<file path="config.mk">
export PLATFORM = sky130hd
export DESIGN_NAME = vehicle_detector
export DESIGN_NICKNAME = d
export VERILOG_FILES = /design/src/rtl/vehicle_detector.sv
export SDC_FILE = /design/constraint.sdc
export NUM_CORES = 1
export LEC_CHECK = 0
export ABC_AREA = 1
export BUFFER_PORTS_ARGS = -buffer_cell sky130_fd_sc_hd__buf_2
export CAP_MARGIN = 25
export CORE_UTILIZATION = 54
export DETAILED_ROUTE_END_ITERATION = 10
export GPL_TIMING_DRIVEN = 0
export PLACE_DENSITY = 0.81
export SLEW_MARGIN = 30
export SYNTH_ARGS = -nofsm -noshare
export SYNTH_HDL_FRONTEND = slang
export SYNTH_SLANG_ARGS = --single-unit
</file>
<file path="constraint.sdc">
create_clock -name clk -period 1.6 [get_ports clk]
set_clock_uncertainty 0.05 [all_clocks]
set_input_delay 0.08 -clock clk [delete_from_list [all_inputs] [get_ports clk]]
set_output_delay 0.08 -clock clk [all_outputs]
set_load 0.05 [all_outputs]
</file>
<file path="src/rtl/vehicle_detector.sv">
// Country-road vehicle detector: synchronizes and debounces the loop detector and
// holds a latched request to the traffic-light controller until green serves it.
module vehicle_detector #(
    parameter int unsigned DEBOUNCE = 4,
    parameter logic [5:0]  MAX_WAIT = 6'd20
) (
    input  logic       clk,
    input  logic       rst_n,
    input  logic       loop_in,
    input  logic       pulse,
    input  logic [2:0] countryroad_led,
    output logic       sensor,
    output logic       urgent,
    output logic [5:0] wait_sec,
    output logic [3:0] queue_cnt,
    output logic [1:0] dbg_state,
    output logic       dbg_loop_db
);

    typedef enum logic [1:0] {
        IDLE    = 2'd0,
        WAITING = 2'd1,
        SERVED  = 2'd2
    } state_t;

    localparam logic [7:0] DB_LIMIT = 8'(DEBOUNCE);

    logic       green, yellow, red;
    logic       arr;

    logic       s1_q, s1_d;
    logic       s2_q, s2_d;
    logic [7:0] db_cnt_q, db_cnt_d;
    logic       loop_db_q, loop_db_d;
    logic       loop_db_prev_q, loop_db_prev_d;
    state_t     state_q, state_d;
    logic       pend_q, pend_d;
    logic       sensor_q, sensor_d;
    logic       urgent_q, urgent_d;
    logic [5:0] wait_sec_q, wait_sec_d;
    logic [3:0] queue_cnt_q, queue_cnt_d;

    assign green  = countryroad_led[0];
    assign yellow = countryroad_led[1];
    assign red    = countryroad_led[2];

    // Synchronizer and debouncer: the debounced level only moves after the
    // synchronized level has disagreed with it for DEBOUNCE consecutive edges.
    always_comb begin
        s1_d           = loop_in;
        s2_d           = s1_q;
        loop_db_d      = loop_db_q;
        db_cnt_d       = '0;
        loop_db_prev_d = loop_db_q;
        if (s2_q != loop_db_q) begin
            if (db_cnt_q + 8'd1 == DB_LIMIT) begin
                loop_db_d = s2_q;
            end else begin
                db_cnt_d = db_cnt_q + 8'd1;
            end
        end
    end

    assign arr = loop_db_q & ~loop_db_prev_q;

    // Request protocol: sensor is a level request, raised on an arrival outside
    // green and held until the controller shows green (the grant); no other ack.
    always_comb begin
        state_d = state_q;
        unique case (state_q)
            IDLE: begin
                if (arr && !green) begin
                    state_d = WAITING;
                end
            end
            WAITING: begin
                if (green) begin
                    state_d = SERVED;
                end
            end
            SERVED: begin
                if (red) begin
                    state_d = (pend_q || loop_db_q) ? WAITING : IDLE;
                end
            end
            default: state_d = IDLE;
        endcase
    end

    // A vehicle arriving on yellow missed the green and must re-request.
    always_comb begin
        pend_d = 1'b0;
        if (state_q == SERVED && state_d == SERVED) begin
            pend_d = pend_q | (arr & yellow);
        end
    end

    always_comb begin
        sensor_d = (state_d == WAITING);

        wait_sec_d = '0;
        if (state_q == WAITING && state_d == WAITING) begin
            wait_sec_d = wait_sec_q;
            if (pulse && wait_sec_q != 6'd63) begin
                wait_sec_d = wait_sec_q + 6'd1;
            end
        end

        urgent_d = (state_d == WAITING) && (wait_sec_q >= MAX_WAIT);

        queue_cnt_d = queue_cnt_q;
        if (state_q == WAITING && state_d == SERVED) begin
            queue_cnt_d = '0;
        end else if (arr && !green && queue_cnt_q != 4'd15) begin
            queue_cnt_d = queue_cnt_q + 4'd1;
        end
    end

    always_ff @(posedge clk) begin
        if (!rst_n) begin
            s1_q           <= 1'b0;
            s2_q           <= 1'b0;
            db_cnt_q       <= '0;
            loop_db_q      <= 1'b0;
            loop_db_prev_q <= 1'b0;
            state_q        <= IDLE;
            pend_q         <= 1'b0;
            sensor_q       <= 1'b0;
            urgent_q       <= 1'b0;
            wait_sec_q     <= '0;
            queue_cnt_q    <= '0;
        end else begin
            s1_q           <= s1_d;
            s2_q           <= s2_d;
            db_cnt_q       <= db_cnt_d;
            loop_db_q      <= loop_db_d;
            loop_db_prev_q <= loop_db_prev_d;
            state_q        <= state_d;
            pend_q         <= pend_d;
            sensor_q       <= sensor_d;
            urgent_q       <= urgent_d;
            wait_sec_q     <= wait_sec_d;
            queue_cnt_q    <= queue_cnt_d;
        end
    end

    assign sensor      = sensor_q;
    assign urgent      = urgent_q;
    assign wait_sec    = wait_sec_q;
    assign queue_cnt   = queue_cnt_q;
    assign dbg_state   = state_q;
    assign dbg_loop_db = loop_db_q;

endmodule

</file>
==> impl_summary.md, run 1 <==
Worst hold path
The source of the worst hold timing path is countryroad_led[0]. The worst hold path depth is 4. The tightest min-delay check is of the input port to flop type. The path with the worst hold slack has its endpoint at wait_sec[1].

Clocking
The worst-case clock buffer depth is 2. In this run, CTS created clock tree buffers numbering 3. In this run the number of H-tree levels came out at 1. The clock insertion delay at the later pin of the skew report is about 0.34 ns. The clock sink count is 27. After clock tree synthesis, the clock-pin slew on the worst setup and hold paths is 0.14 ns.

TritonCTS built the clock tree. The buffer cell driving the clock tree root is sky130_fd_sc_hd__clkbuf_4.

Timing
The final-report setup violation count is 0. The max-slew violation total from the final report is 0. The transition time at the pin with the least slew margin is 0.482 ns. Setup slack on the critical path of the routed design comes to approximately 0.070 ns. The worst hold slack is between 0.07 and 0.08 ns. The hold violation count in the final report is 0. Subtracting the final worst setup slack from the clock period gives 1.53 ns.

Timing would allow up to between 600 and 700 MHz. The worst slew slack as a fraction of its limit is 0.675. The share of the cycle needed by the critical path after routing is 0.956.

Route
The detailed-route wire length per cell is between 10 and 15 um. The total wire length is ~2800 um. The pre-antenna-repair detailed-routing pass consisted of 4 iterations. In this run the remaining antenna-violating nets after routing total 0. The per-cell via count in the routed design is ~5.1. The routed layout has 1265 vias. In this run, the number of DRC markers left after iteration 0 of detailed routing was 30.

The post-route DRC violation count is 0.

Yosys
The number of warnings reported in the yosys synthesis log is 0. The average instance in the mapped netlist occupies 7.18 um^2. The number of nets handed over by synthesis was 187.

The part of the Yosys area used for sequential elements is 0.430. The number of distinct library cells after synthesis is 27. The cell area after synthesis is 1260 um^2. Counting every instance in the synthesized netlist gives 175. In this run, synthesis produced a sequential element count of 27.

Layout
In the final layout, the share of cells above drive strength 1 is 0.329. The sequential cell area is 558 um^2. The layout overhead on the synthesized area is 35.0%. The repair_antennas step left the layout with diodes totalling 0. The net total in the final layout is about 230. The count of filler cells inserted in the layout is 160. The final cell utilization of the core is 0.766. The multi-input combinational cells in the finished layout cover a total of 681 um^2.

Global routing
For met3 alone, demand over resource in global routing was 0.0394. The largest net degree at the start of global routing is 17. The initial antenna violation count is 0. The overall overflow remaining after global route is 0.

The first global-routing pass estimated 4370 um of wire. The number of global-route vias before repair is 1111. The met2 usage is 0.389. The met1 global-route usage is 0.263.

For this run, the total global-route usage over all layers was measured as 0.223. The global routing's busiest layer is met2.

Status
The run finished with clean final reports.

Worst setup path
The worst-path maximum fanout is 8. The endpoint identified for the worst register-to-register timing path is db_cnt_q[1]. The worst-case register-to-register setup slack is between 0.07 and 0.08 ns. Traced cell by cell, the critical path runs through ha_4 -> nand2_2 -> inv_2 -> nor2_4 -> nand3_2 -> nor2_4 -> nand2_2 -> o21ai_4 -> nor2_1. The worst register-to-register path has a depth of 9.

The slowest stage of the critical path belongs to the cell sky130_fd_sc_hd__dfxtp_4. For the worst setup path, the data arrival time is 1.71 ns. The required time at the worst-slack endpoint is between 1.5 and 2 ns.

The critical path's largest stage delay is 0.38 ns. The startpoint identified for the worst register-to-register timing path is db_cnt_q[0]. The total buffers and inverters traversed by the critical path is 1. The critical path is of the flop to flop type. The family with the most delay on the worst path is simple AND/OR/NAND/NOR gates. The element type at the critical path start is a flop. The kind of end point of the critical path is a flop.

Die
The die area is between 2000 and 3000 um^2. After floorplanning, the core was divided into 17 placement rows. The area inside the core boundary is 2210 um^2. The number of top-level pins is 22.

From left edge to right edge, the die measures 50.2 um. The initial utilization of the core area, before any placement, comes to 0.568. Measured along the y axis, the die boundary spans 50.2 um.

Placement
The worst slack at placement is -0.0916 ns. The port buffer count is 21. The wire-length estimate of the detail-placed layout is approximately 1700 um. The routability congestion estimate is 0.775.

Power and ir drop
For this design the static power due to leakage is 0.000738 uW. For this design the ratio of total power to cell area is 606 nW/um^2. The worst-case IR drop observed on VDD is between 0.0004 and 0.0005 V.

Flow run
Max-cap violations in this run came to 0.
## area by class of cell
cell class,count,area share
plain buffers,1,0.00295
clock inverters,1,0.00443
multi-input cells,115,0.401
well taps,28,0.0207
flip-flops and latches,27,0.329
repair buffers,40,0.157
clock buffers,3,0.0133
inverters,32,0.0708
## report_power, final
part / internal (uW) / switching [uW]
Clock: 95.9 / 210
Sequential: 671 / 1.82
Combinational: 24.7 / 23.0
## synth_stat cells, drive strengths merged
cell     instances  area share
ha               5       0.050
a31oi            1      0.0050
or2              2       0.010
inv             32       0.096
a2111oi          1      0.0070
nand2           36        0.11
nand3           13       0.052
o211a            1      0.0080
buf              1      0.0040
a211oi           1      0.0060
nor3             2      0.0080
nor2            28       0.084
and2             1      0.0050
nand4            4       0.020
o22ai            1      0.0050
xor2             3       0.021
dfxtp           27        0.43
a21oi            8       0.032
o21ai            6       0.036
o21bai           1      0.0060
xnor2            1      0.0070
## logic make-up (layout without fill, tap and decap cells)
group	count (synthesis)	after routing	share of synthesized area
xor+xnor	4	4	0.0279
buf+inv	33	77	0.0996
flops	27	27	0.430
fa+ha+maj	5	5	0.0498
compound gates	20	20	0.105
simple gates	86	86	0.288
## state kept, by name, indices dropped and copies added, names as in the netlist
name            count
loop_db_prev_q      1
pend_q              1
sensor              1
dbg_loop_db         1
wait_sec            6
db_cnt_q            8
urgent              1
s1_q                1
dbg_state           2
queue_cnt           4
s2_q                1
## worst min-delay path: stages
cell and delay, ns:
sky130_fd_sc_hd__buf_2 0.10, sky130_fd_sc_hd__nor3_1 0.05, sky130_fd_sc_hd__inv_1 0.15, sky130_fd_sc_hd__a21oi_1 0.05
## metrics by stage
step / total power (uW) / setup TNS (ns) / area (um^2) / std cells
CTS: 1040 / 0 / 1560 / 240
global placement: 719 / -0.349 / 1400 / 224
detailed placement: 720 / -0.643 / 1400 / 224
global route: 1070 / -0.00513 / 1700 / 247
floorplan: 706 / 0 / 1260 / 175
finish: 1030 / 0 / 1700 / 247
## worst max path at each step
stage	cells after the start	end	from	slack [ns]
final	9	db_cnt_q[1]	db_cnt_q[0]	0.07
after global routing	10	db_cnt_q[1]	db_cnt_q[1]	-0.005
after CTS	9	db_cnt_q[0]	db_cnt_q[0]	0.003
after detailed placement	8	db_cnt_q[7]	db_cnt_q[0]	-0.09
after global placement	8	db_cnt_q[0]	db_cnt_q[0]	-0.05
after floorplan	7	wait_sec[5]	wait_sec[1]	0.005
## layer usage
layer | routed length [um] | vias to the layer above | share of wire
li1 | - | 634 | -
met2 | 1490 | 25 | 0.52
met4 | 40 | 0 | 0.014
met1 | 1240 | 599 | 0.44
met5 | 0 | - | 0
met3 | 74 | 7 | 0.026
## layout by cell type (no fill, tap or decap), types with 4 or more instances in the layout
cell type                       synthesis  layout
sky130_fd_sc_hd__inv_1                 31      28
sky130_fd_sc_hd__nand2_1               35      28
sky130_fd_sc_hd__nor2_1                28      24
sky130_fd_sc_hd__buf_2                  1      22
sky130_fd_sc_hd__dfxtp_1               27      19
sky130_fd_sc_hd__buf_4                  0      12
sky130_fd_sc_hd__nand3_1               13       9
sky130_fd_sc_hd__a21oi_1                8       8
sky130_fd_sc_hd__nand2_2                1       7
sky130_fd_sc_hd__dlygate4sd3_1          0       6
sky130_fd_sc_hd__dfxtp_2                0       5
sky130_fd_sc_hd__inv_2                  1       4
sky130_fd_sc_hd__nand3_2                0       4
sky130_fd_sc_hd__nand4_1                4       4
## what timing repair did
| action | CTS | global route |
|---|---|---|
| gates resized for setup | 8 | 27 |
| setup endpoints to repair | 8 | 12 |
| gates cloned | 0 | 0 |
| pin swaps | 6 | 13 |
| hold endpoints to repair | 9 | 0 |
| hold buffers | 6 | 0 |
| buffers inserted | 6 | 8 |
Note: power is estimated with default switching activity, not from simulation.
==> run 2, diff against run 1 <==
--- a/config.mk
+++ b/config.mk
@@ -8,10 +8,10 @@
 export ABC_AREA = 1
 export BUFFER_PORTS_ARGS = -buffer_cell sky130_fd_sc_hd__buf_2
 export CAP_MARGIN = 25
-export CORE_UTILIZATION = 54
+export CORE_UTILIZATION = 40
 export DETAILED_ROUTE_END_ITERATION = 10
 export GPL_TIMING_DRIVEN = 0
-export PLACE_DENSITY = 0.81
+export PLACE_DENSITY = 0.64
 export SLEW_MARGIN = 30
 export SYNTH_ARGS = -nofsm -noshare
 export SYNTH_HDL_FRONTEND = slang
==> run 2 against run 1 <==
- largest power group unchanged
- highest routed layer unchanged
- sequential cell count unchanged
- clock-buffer cell count unchanged
- total power fell by 1.1%
- via count fell by 5.8%
- critical path type unchanged
- the flow now finishes with violations (DRC)
==> impl_summary.md, run 2 (synthesis gave the netlist of run 1 again) <==
Placement
The worst slack at placement is -0.0912 ns (+0.000423 ns). The routability congestion estimate is 0.778 (+0.31%). The port buffer count came to 21 (unchanged).

The detailed placer's ending HPWL is 1810 um (+4.6%). The number of placed instances with taps included came to 238 (+6.3%).

Die
The effective utilization at floorplan is 0.437 (-0.131). The area inside the core boundary is 2880 um^2 (+30%). The die width is 58.0 um (+16%). The y dimension of the die came to 58.0 um (+16%). The number of top-level pins is 22 (unchanged). The die area is 3370 um^2 (+34%). The number of placement rows is 19 (+2).

Layout
The number of non-filler instances in the completed layout is 254 (+2.8%). The fraction of layout cells with a size suffix above 1 came to 0.311 (-0.0174). The net total in the final layout was 225 (-3.0%). Leaving out fill and tap cells, the most frequent cells in the layout are sky130_fd_sc_hd__nand2_1, sky130_fd_sc_hd__inv_1, sky130_fd_sc_hd__nor2_1. The flip-flop count of the largest register, all copies and words added was 8 (unchanged).

The area growth from synthesis to layout is 34.1%. The count of filler cells inserted in the layout was 258 (+61%). The largest register by flop count is db_cnt_q. The number of antenna diodes is 0 (unchanged). The commonest non-fill, non-tap cell in the layout is sky130_fd_sc_hd__nand2_1.

Route
The length of the first detailed-routing pass in iterations was 7 (+3). The post-route DRC violation count is 1 (+1). The final antenna-violating net count came to 0 (unchanged). The number of vias after detailed routing is 1191 (-5.8%). The per-cell via count in the routed design is 4.69 (-8.4%).

The total wire length was 2610 um (-8.1%). The iteration-0 DRC count of the detailed router is 47 (+57%). The detailed-route wire length per cell is 10.3 um (-11%).

Timing
The max-slew violation total from the final report is 0 (unchanged). The worst slew slack as a fraction of its limit is 0.709 (+0.0336). The final critical-path setup slack came to 0.0767 ns (+0.00661 ns).

The hold violation count in the final report was 0 (unchanged). The worst hold slack was 0.0784 ns (-0.000780 ns). The achievable clock frequency is 656 MHz (+0.43%). The final-report setup violation count is 0 (unchanged).

Setup repair after global routing could not meet its margin everywhere. The share of the cycle needed by the critical path after routing is 0.952 (-0.00413). The transition time at the pin with the least slew margin is 0.432 ns (-0.0499 ns). The time the final worst path needs with I/O delays and setup came to 1.52 ns (-0.00661 ns).

Power and ir drop
The leakage power summed over all cells is 0.000721 uW (-2.3%). The total power density per cell area came to 603 nW/um^2 (-0.42%). The proportion of power drawn by flip-flops and latches is 0.661 (+0.006). The maximum ir drop on the vdd rail came to 0.000328 V (-25%).

The clock network fraction of design power was 0.295 (-0.003). The portion of total power attributed to combinational logic is 0.044 (-0.002). The power spent charging and discharging nets was 229 uW (-2.6%). The switching share of power is 0.225 (-0.00355). The design internal power is 787 uW (-0.62%).

Clocking
The depth of the CTS H-tree is 1 (unchanged). The buffer cell driving the clock tree root is sky130_fd_sc_hd__clkbuf_4. The clock insertion delay at the later pin of the skew report was 0.32 ns (-0.02 ns). The clock-pin slew on the worst setup and hold paths was 0.15 ns (about the same).

TritonCTS built the clock tree. The CTS buffer count came to 3 (unchanged). The worst-case clock buffer depth is 2 (unchanged). The clock sink count came to 27 (unchanged).

Global routing
The first-pass GRT wire length was 4280 um (-2.0%). The initial antenna violation count is 0 (unchanged). The number of global-route vias before repair is 1018 (-8.4%). The overall global routing resource usage was 0.162 (-0.0613). The largest net degree at the start of global routing is 17 (unchanged).

The overall overflow remaining after global route is 0 (unchanged).

Worst setup path
The signal arrival time at the worst endpoint is 1.70 ns (about the same). For this design, the slowest cell found on the critical path is sky130_fd_sc_hd__dfxtp_4. Traced cell by cell, the critical path runs through buf_6 -> nand3_2 -> nand2_1 -> nand3_2 -> nor2_4 -> nand2_2 -> o21ai_4 -> nor2_1. The worst-path maximum fanout is 8 (unchanged). The cell that appears most often on the critical path is sky130_fd_sc_hd__nand3_2.

STA classifies the critical path startpoint as a flop. The required time at the worst-slack endpoint is 1.78 ns (about the same). The critical path's largest stage delay is 0.39 ns (about the same). The worst setup path is captured at a flop. The type of the worst setup path is flop to flop.

Flow run
The count of max-cap constraint violations was 0 (unchanged).

Status
The final reports fail on DRC. The run finished, with violations left.

Worst hold path
The class of the worst hold path is input port to flop.
[run 2: changes by cell type in the layout (fill, tap and decap cells not counted), sizes merged]
cell,before,now
buf,35,28
[run 2: metal layers]
layer	track usage	routed length, um
met2	0.276	1330
met1	0.200	1160
met3	0.0469	93
met4	0.0408	25
met5	0	0
[run 2: final timing paths]
kind	startpoint	endpoint	slack, ns	cells after the start
max	db_cnt_q[0]	db_cnt_q[7]	0.08	8
max reg2reg	db_cnt_q[0]	db_cnt_q[7]	0.08	8
min	countryroad_led[0]	wait_sec[2]	0.08	4
min reg2reg	s1_q	s2_q	0.40	2
[run 2: power by group through the flow]
stage | clock [uW] | sequential, uW | combinational (uW)
floorplan | 0 | 692 | 14.3
global placement | 0 | 692 | 27.3
detailed placement | 0 | 692 | 28.1
CTS | 320 | 676 | 41.4
global route | 344 | 672 | 49.0
finish | 300 | 671 | 44.5
[run 2: stage by stage]
step	power, uW	util	setup TNS, ns	instance area, um^2
2_1_floorplan	706	-	0	1260
3_3_place_gp	719	0.493	-0.509	1420
6_report	1020	0.585	0	1680
5_1_grt	1070	0.585	-0.165	1680
3_5_place_dp	721	0.493	-0.661	1420
4_1_cts	1040	0.540	-0.0170	1550
[run 2: cell type report]
type	count	area, um^2	area share
multi-input cells	115	697	0.414
flip-flops and latches	27	562	0.334
repair buffers	33	218	0.129
inverters	32	120	0.0713
well taps	42	52.6	0.0312
clock buffers	3	22.5	0.0134
clock inverters	1	7.51	0.00446
plain buffers	1	5.00	0.00297
[run 2: worst max-delay path: cells and delay by family, from the launching register on]
kind / cells / cell delay [ns]
AND/OR/NAND/NOR: 6 / 0.60
AO/OA/AOI/OAI: 1 / 0.27
flip-flops: 1 / 0.39
buffers and inverters: 1 / 0.12
[run 2: timing repair]
action,CTS,global route
pin swaps,7,13
buffers inserted,3,3
hold endpoints to repair,7,0
hold buffers,6,0
endpoints found under the setup margin,8,12
gates resized for setup,8,32
==> run 3, diff against run 2 <==
--- a/config.mk
+++ b/config.mk
@@ -7,7 +7,7 @@
 export LEC_CHECK = 0
 export ABC_AREA = 1
 export BUFFER_PORTS_ARGS = -buffer_cell sky130_fd_sc_hd__buf_2
-export CAP_MARGIN = 25
+export CAP_MARGIN = 15
 export CORE_UTILIZATION = 40
 export DETAILED_ROUTE_END_ITERATION = 10
 export GPL_TIMING_DRIVEN = 0
==> constraint.sdc (replaced) <==
create_clock -name clk -period 1.8 [get_ports clk]
set_clock_uncertainty 0.05 [all_clocks]
set_input_delay 0.09 -clock clk [delete_from_list [all_inputs] [get_ports clk]]
set_output_delay 0.09 -clock clk [all_outputs]
set_load 0.05 [all_outputs]
==> run 3 against run 2 <==
- the run still ends with DRC left
- core utilization shrank 6.0 points
- first-iteration DRC count up 21%
- design area shrank 10%
- critical path depth grew 1
- via count down 4.8%
- critical endpoint is now db_cnt_q[6]
==> impl_summary.md, run 3 (synthesis gave the netlist of run 1 again) <==
Placement
The detailed placer's ending HPWL is 1800 um (-0.25%). The port buffer count is 21 (unchanged). The routability congestion estimate is 0.782 (+0.63%).

The post-detailed-placement cell area was 1420 um^2 (about the same). The number of placed instances with taps included is 238 (unchanged).

Power and ir drop
The total power density per cell area is 598 nW/um^2 (-0.86%). The maximum ir drop on the vdd rail was 0.000273 V (-17%). The leakage power summed over all cells is 0.000670 uW (-7.0%).

Layout
The number of antenna diodes is 0 (unchanged). The fraction of layout cells with a size suffix above 1 was 0.180 (-0.131). The final cell utilization of the core was 0.525 (-0.0600). The largest register by flop count is db_cnt_q. Compared with the post-synthesis result, the final layout area differs by 20.3%. The number of non-filler instances in the completed layout is 247 (-2.8%).

The flip-flop count of the largest register, all copies and words added is 8 (unchanged). Leaving out fill and tap cells, the most frequent cell in the layout is sky130_fd_sc_hd__nand2_1. The final instance area is 1510 um^2 (-10%). In the layout the commonest cells are sky130_fd_sc_hd__nand2_1, sky130_fd_sc_hd__inv_1, sky130_fd_sc_hd__nor2_1. The net total in the final layout is 218 (-3.1%).

Global routing
The initial antenna violation count is 0 (unchanged). The first-pass GRT wire length is 4100 um (-4.2%). The overall overflow remaining after global route was 0 (unchanged). The number of global-route vias before repair came to 1023 (+0.49%). The overall global routing resource usage is 0.156 (-0.00615). The largest net degree at the start of global routing was 17 (unchanged).

Die
The number of placement rows came to 19 (unchanged). The die width is 58.0 um (unchanged). The area inside the core boundary is 2880 um^2 (unchanged).

The number of top-level pins is 22 (unchanged). The die area is 3370 um^2 (unchanged). The y dimension of the die is 58.0 um (unchanged).

The effective utilization at floorplan is 0.437 (unchanged).

Worst setup path
The required time at the worst-slack endpoint came to 1.99 ns (+0.21 ns). The kind of end point of the critical path is a flop. The worst-case register-to-register setup slack is 0.11 ns (+0.04 ns). The slowest stage of the critical path is the sky130_fd_sc_hd__dfxtp_4 cell. The family with the most delay on the worst path is simple AND/OR/NAND/NOR gates. The signal arrival time at the worst endpoint is 1.87 ns (+0.17 ns).

The logic depth of the worst register-to-register path is 9 (+1). The critical path's largest stage delay is 0.39 ns (about the same). The type of the worst setup path is flop to flop. The element type at the critical path start is a flop.

The signal on the critical path passes through ha_1 -> nand2_1 -> inv_1 -> nor2_1 -> nand3_1 -> nor2_2 -> nand2_1 -> o21ai_4 -> nor2_1. The worst-path maximum fanout was 8 (unchanged). The total buffers and inverters traversed by the critical path is 1 (unchanged). The worst register-to-register path begins at db_cnt_q[0]. The reg-to-reg critical path endpoint is db_cnt_q[6].

Timing
The sum of negative setup slack is 0 ns (unchanged). The max-slew violation total from the final report came to 0 (unchanged). The time the final worst path needs with I/O delays and setup is 1.69 ns (+0.163 ns). The achievable clock frequency is 593 MHz (-9.7%). The transition time at the pin with the least slew margin is 0.441 ns (+0.00894 ns). The final-report setup violation count is 0 (unchanged).

The hold violation count in the final report is 0 (unchanged). The worst hold slack came to 0.00730 ns (-0.0711 ns). Setup repair after global routing left no endpoint under its margin. The share of the cycle needed by the critical path after routing is 0.937 (-0.0152).

The worst slew slack as a fraction of its limit was 0.703 (-0.00602).

Clocking
The depth of the CTS H-tree is 1 (unchanged). The CTS buffer count is 3 (unchanged). The clock-pin slew on the worst setup and hold paths is 0.15 ns (about the same).

The worst-case clock buffer depth is 2 (unchanged). The count of buffers added by post-CTS timing repair for setup is 0 (-3). The TritonCTS clock tree is built. The clock sink count is 27 (unchanged). The buffer cell driving the clock tree root is sky130_fd_sc_hd__clkbuf_4. The clock insertion delay at the later pin of the skew report was 0.33 ns (about the same).

Route
The final antenna-violating net count is 0 (unchanged). The total wire length is 2380 um (-9.0%). The number of vias after detailed routing is 1134 (-4.8%).

The post-route DRC violation count is 1 (unchanged). The per-cell via count in the routed design was 4.59 (-2.1%). The length of the first detailed-routing pass in iterations is 7 (unchanged). The detailed-route wire length per cell is 9.64 um (-6.4%). The iteration-0 DRC count of the detailed router is 57 (+21%).

Worst hold path
The path class of the tightest hold or removal check is input port to flop. The worst hold path depth is 4 (unchanged). The startpoint identified for the worst hold timing path is pulse. The hold-critical path endpoint is wait_sec[1].

Status
The final reports fail on DRC. The flow ran to the end, but the final reports show violations.

Flow run
The count of max-cap constraint violations is 0 (unchanged).
run 3: cell type report:
class / count / area, um^2
fillers: 282 / 1370
flip-flops and latches: 27 / 551
clock inverters: 1 / 7.51
multi-input cells: 115 / 598
plain buffers: 1 / 5.00
inverters: 32 / 120
clock buffers: 3 / 22.5
repair buffers: 26 / 155
well taps: 42 / 52.6
run 3: metrics by stage:
step / power [uW] / setup slack (ns)
4_1_cts: 920 / 0.0484
6_report: 904 / 0.114
3_3_place_gp: 640 / 0.131
2_1_floorplan: 628 / 0.180
3_5_place_dp: 641 / 0.0729
5_1_grt: 946 / 0.00263
run 3: worst max-delay path by stage:
| stage | from | endpoint | cells past startpoint |
|---|---|---|---|
| floorplan | wait_sec[2] | wait_sec[5] | 6 |
| global placement | db_cnt_q[0] | db_cnt_q[0] | 8 |
| detailed placement | db_cnt_q[0] | db_cnt_q[6] | 8 |
| CTS | db_cnt_q[0] | db_cnt_q[6] | 8 |
| global route | db_cnt_q[0] | db_cnt_q[1] | 9 |
| finish | db_cnt_q[0] | db_cnt_q[6] | 9 |
run 3: per-layer routing:
layer  part of all wire  wire length [um]  global-route usage
met1               0.49              1160               0.185
met2               0.46              1100               0.273
met3              0.028                67              0.0268
met4              0.019                45              0.0714
met5                  0                 0                   0
run 3: worst reg2reg max path: stages (launching register included):
cell and delay, ns:
sky130_fd_sc_hd__dfxtp_4 0.39, sky130_fd_sc_hd__ha_1 0.23, sky130_fd_sc_hd__nand2_1 0.08, sky130_fd_sc_hd__inv_1 0.05, sky130_fd_sc_hd__nor2_1 0.12, sky130_fd_sc_hd__nand3_1 0.11, sky130_fd_sc_hd__nor2_2 0.11, sky130_fd_sc_hd__nand2_1 0.11
sky130_fd_sc_hd__o21ai_4 0.28, sky130_fd_sc_hd__nor2_1 0.07
run 3: report_power, final:
| group | internal, uW | total [uW] | switching [uW] |
|---|---|---|---|
| combinational | 14.4 | 31.8 | 17.4 |
| sequential | 598 | 600 | 1.81 |
| clock | 85.2 | 272 | 187 |
run 3: timing repair:
item,CTS,global route
hold endpoints to repair,6,0
gates resized for setup,0,6
hold buffers,5,0
endpoints found under the setup margin,0,8
